<file path="config.mk">
export PLATFORM = sky130hd
export DESIGN_NAME = mem_arb2
export DESIGN_NICKNAME = d
export VERILOG_FILES = /design/src/rtl/mem_arb2.sv
export SDC_FILE = /design/constraint.sdc
export NUM_CORES = 1
export LEC_CHECK = 0
export ABC_AREA = 1
export CORE_MARGIN = 8
export CORE_UTILIZATION = 27
export CTS_CLUSTER_DIAMETER = 50
export CTS_CLUSTER_SIZE = 28
export DETAILED_ROUTE_END_ITERATION = 10
export PLACE_DENSITY_LB_ADDON = 0.05
export SLEW_MARGIN = 20
export SYNTH_ARGS = -nofsm -noshare
export SYNTH_HDL_FRONTEND = slang
export SYNTH_SLANG_ARGS = --single-unit
export TNS_END_PERCENT = 50
</file>
<file path="constraint.sdc">
create_clock -name clk -period 2.4 [get_ports clk]
set_input_delay 0.36 -clock clk [delete_from_list [all_inputs] [get_ports clk]]
set_output_delay 0.36 -clock clk [all_outputs]
set_load 0.02 [all_outputs]
</file>
<file path="src/rtl/mem_arb2.sv">
// Two-requester round-robin arbiter for a 1R/1W synchronous memory.
// Read and write ports arbitrate independently; read data is routed back to its issuer one cycle later.
module mem_arb2 #(
  parameter int DATA_WIDTH = 8,
  parameter int MAX_ADDR   = 16,
  parameter int ADDRSIZE   = $clog2(MAX_ADDR)
) (
  input  logic                  clk,
  input  logic                  rst_n,

  input  logic                  r0_valid,
  output logic                  r0_ready,
  input  logic                  r0_we,
  input  logic [ADDRSIZE-1:0]   r0_addr,
  input  logic [DATA_WIDTH-1:0] r0_wdata,
  output logic                  r0_rvalid,
  output logic [DATA_WIDTH-1:0] r0_rdata,

  input  logic                  r1_valid,
  output logic                  r1_ready,
  input  logic                  r1_we,
  input  logic [ADDRSIZE-1:0]   r1_addr,
  input  logic [DATA_WIDTH-1:0] r1_wdata,
  output logic                  r1_rvalid,
  output logic [DATA_WIDTH-1:0] r1_rdata,

  output logic                  mem_rd_en,
  output logic [ADDRSIZE-1:0]   mem_rd_addr,
  output logic                  mem_wr_en,
  output logic [ADDRSIZE-1:0]   mem_wr_addr,
  output logic [DATA_WIDTH-1:0] mem_wr_data,
  input  logic [DATA_WIDTH-1:0] mem_rd_data
);

  logic       rd_prio_q, rd_prio_d;
  logic       wr_prio_q, wr_prio_d;
  logic       rd_pend_q, rd_pend_d;
  logic       rd_owner_q, rd_owner_d;
  logic [1:0] rd_req, wr_req;
  logic [1:0] rd_gnt, wr_gnt;

  always_comb begin
    // Requests are masked while reset is asserted so no grant can leak out.
    rd_req = {r1_valid & ~r1_we, r0_valid & ~r0_we} & {2{rst_n}};
    wr_req = {r1_valid &  r1_we, r0_valid &  r0_we} & {2{rst_n}};

    rd_gnt[0] = rd_req[0] & (~rd_req[1] | ~rd_prio_q);
    rd_gnt[1] = rd_req[1] & (~rd_req[0] |  rd_prio_q);
    wr_gnt[0] = wr_req[0] & (~wr_req[1] | ~wr_prio_q);
    wr_gnt[1] = wr_req[1] & (~wr_req[0] |  wr_prio_q);

    r0_ready = rd_gnt[0] | wr_gnt[0];
    r1_ready = rd_gnt[1] | wr_gnt[1];

    mem_rd_en   = |rd_gnt;
    mem_rd_addr = '0;
    if (rd_gnt[0])      mem_rd_addr = r0_addr;
    else if (rd_gnt[1]) mem_rd_addr = r1_addr;

    mem_wr_en   = |wr_gnt;
    mem_wr_addr = '0;
    mem_wr_data = '0;
    if (wr_gnt[0]) begin
      mem_wr_addr = r0_addr;
      mem_wr_data = r0_wdata;
    end else if (wr_gnt[1]) begin
      mem_wr_addr = r1_addr;
      mem_wr_data = r1_wdata;
    end

    rd_prio_d = rd_prio_q;
    if (rd_gnt[0])      rd_prio_d = 1'b1;
    else if (rd_gnt[1]) rd_prio_d = 1'b0;

    wr_prio_d = wr_prio_q;
    if (wr_gnt[0])      wr_prio_d = 1'b1;
    else if (wr_gnt[1]) wr_prio_d = 1'b0;

    rd_pend_d  = |rd_gnt;
    rd_owner_d = rd_owner_q;
    if (rd_gnt[0])      rd_owner_d = 1'b0;
    else if (rd_gnt[1]) rd_owner_d = 1'b1;
  end

  always_ff @(posedge clk) begin
    if (!rst_n) begin
      rd_prio_q  <= 1'b0;
      wr_prio_q  <= 1'b0;
      rd_pend_q  <= 1'b0;
      rd_owner_q <= 1'b0;
    end else begin
      rd_prio_q  <= rd_prio_d;
      wr_prio_q  <= wr_prio_d;
      rd_pend_q  <= rd_pend_d;
      rd_owner_q <= rd_owner_d;
    end
  end

  assign r0_rvalid = rd_pend_q & ~rd_owner_q;
  assign r1_rvalid = rd_pend_q &  rd_owner_q;
  assign r0_rdata  = mem_rd_data;
  assign r1_rdata  = mem_rd_data;

endmodule

</file>
==> qor.yml <==
powerDensity_nw_per_um2: 287.7
syn_area_per_cell_um2: 5.578
ctsHoldBuffers: 0
die_w_um: 63.02
endpoint_kind: "primary output"
combPwrFrac_pct: 50.0
p_switching_uw: 102.2
yosysWarnings: 0
cp-start-kind: "primary input"
final_hold_viol_count: 0
io_buffers: 51
place.gp.congestion: 0.7542
drtIter0Drc: 11
reg2reg_to: "rd_owner_q"
antenna_found_initial: 0
sw_frac_of_total_pct: 32.72
slew_violations: 0
diodes: 0
pre_cts_slack_ns: -0.2458
slew_headroom_pct: 84.86
drt_pass1_iterations: 4
reg2reg_setup_slack_ns: 1.48
fin_skew_ns: 0.001694
cts_made_buffers: 3
die_h_um: 63.02
maxCapViolations: 0
path_class: "primary input to primary output"
final_antenna_net_count: 0
crit_arrival_ns: 1.93
syn2layout_area_growth_pct: 81.97
period_minus_slack_ns: 2.294
hold_end: "rd_owner_q"
min_path_cells: 2
hp-class: "register to register"
htreeDepth: 1
ff2ff_path_depth: 5
io_pins: 76
required_ns: 2.04
fillers: 232
setup_viol_count_final: 0
fin_crit_sh_pct: 95.57
clkLatencyLatePin_ns: 0.23
root_buffer: "clkbuf_4"
leakagePower_nw: 0.6150
stdcell_count: 180
seq_power_share_pct: 23.4
tightestPinTransition_ns: 0.2264
drive_gt1_share_pct: 19.08
grt_usage_pct: 9.916
drc: 0
synth.area.top_cells: "nand2_1 (31%), buf_4 (21%), dfxtp_1 (13%), nand2_2 (10%), inv_1 (5.0%)"
netlist_area_um2: 596.8
syn-num-nets: 145
grt_max_degree: 14
via_per_inst: 4.206
cts.sinks: 4
worst-path-max-fanout: 4
worstHoldStart: "rd_owner_q"
setup_slack_ns: 0.1063
dpl.hpwl_um: 1747
finalWirelength_um: 2026
core_um2: 2148
peakVddDrop_uv: 265.7
r2r-start: "rd_prio_q"
grt_pass1_vias: 756
synth_top_cell_by_area: "nand2_1"
seq_area_frac_synth_pct: 13.42
wl_per_cell_um: 11.26
dp.cells: 176
synth_cell_type_count: 14
rows: 17
nets: 192
clk_pin_slew_ns: 0.04
p_int_uw: 210.2
dr_total_vias: 757
initial_core_util_pct: 27.78
dieArea_um2: 3971
clk_path_buf_depth: 2
final_util_pct: 50.55
synth_top_area_share_pct: 30.82
cts_tree: "built"
outcome: "finished, final reports clean"
synth-seq-cells: 4
syn_inst: 107
rsz0062_at_grt: "true"
max_freq_mhz: 436.0
clkPwrFrac_pct: 26.6
overflow: 0
grt_first_pass_wirelength_um: 3270
metrics by stage:
stage | hold WS (ns) | setup TNS (ns) | power [mW] | area (µm²)
final | 0.4841 | 0 | 0.3124 | 1086
after global routing | 0.5370 | -0.0002951 | 0.3420 | 1086
after CTS | 0.4927 | 0 | 0.3199 | 1085
after detailed placement | 0.4838 | -3.550 | 0.2413 | 1064
after global placement | 0.4794 | -3.354 | 0.2414 | 1064
after floorplan | 0.4635 | 0 | 0.1761 | 596.8
worst max path at each step:
stage | start | slack [ns] | cells past startpoint | end
finish | rst_n | 0.11 | 5 | mem_wr_en
global route | rst_n | -0.0003 | 8 | mem_wr_data[0]
CTS | rst_n | 0.09 | 5 | mem_wr_en
detailed placement | rst_n | -0.25 | 8 | mem_wr_data[0]
global placement | rst_n | -0.24 | 8 | mem_wr_addr[3]
floorplan | r1_we | 0.95 | 5 | r0_ready
cell families (layout without fill, tap and decap cells):
| family | Yosys count | after routing | share of synthesized area (%) |
|---|---|---|---|
| and+or+nand+nor | 72 | 72 | 53.67 |
| buffers and inverters | 27 | 72 | 28.93 |
| AOI/OAI and AO/OA | 4 | 4 | 3.983 |
| DFF | 4 | 4 | 13.42 |
synth_stat cells:
cell	instances
buf_6	1
o21ai_0	3
inv_2	1
nand2_2	10
dfxtp_1	4
nor2_1	6
nor2_2	2
nor2_4	2
inv_1	8
nand3_1	2
a21oi_2	1
nand2_1	49
nand4_1	1
buf_4	17
critical path, cell delays in order:
cell and delay, ns:
clkdlybuf4s50_1 0.54, nand3_1 0.19, buf_4 0.19, nand2_1 0.05, clkdlybuf4s50_1 0.60
registers in the layout, summed over array words and instances (netlist names):
name	cells
rd_owner_q	1
rd_pend_q	1
rd_prio_q	1
wr_prio_q	1
cell type report:
type / count / area, µm² / share of cell area (%)
clock buffer: 3 / 22.52 / 2.074
inverter: 9 / 33.78 / 3.111
multi-input combinational: 76 / 346.6 / 31.91
sequential: 4 / 80.08 / 7.373
tap: 28 / 35.03 / 3.226
timing repair buffer: 60 / 568.0 / 52.30
repair_timing:
action                     in CTS  in global routing
buffers inserted                1                  0
gates cloned                    0                  0
pin swaps                       1                  0
setup endpoints to repair      19                  2
gates resized for setup        20                  1
power groups by stage:
stage | sequential [mW] | clock, mW | combinational (mW)
global placement | 0.0741 | 0 | 0.167
finish | 0.0732 | 0.0830 | 0.156
global route | 0.0734 | 0.0988 | 0.170
floorplan | 0.0737 | 0 | 0.102
CTS | 0.0732 | 0.0883 | 0.158
detailed placement | 0.0742 | 0 | 0.167
per-layer routing:
layer / GRT usage (%) / part of all wire [%] / up-vias / wire length (µm)
met5: 0 / 0 / - / 0
met4: 1.994 / 0.94 / 0 / 19
met3: 6.272 / 12 / 4 / 237
met2: 17.93 / 51 / 32 / 1025
met1: 9.183 / 37 / 322 / 742
li1: - / - / 399 / -
placed cells by master, fill, tap and decap left out:
master	count
nand2_2	11
dfxtp_1	4
clkdlybuf4s15_1	1
inv_2	1
buf_12	1
buf_4	8
dlygate4sd2_1	18
nor2_1	6
nor2_2	2
nor2_4	2
inv_1	8
o21ai_0	3
clkbuf_4	3
clkdlybuf4s50_1	32
nand4_1	1
a21oi_2	1
nand2_1	48
nand3_1	2
No activity file was read; power rests on OpenSTA's default activity.
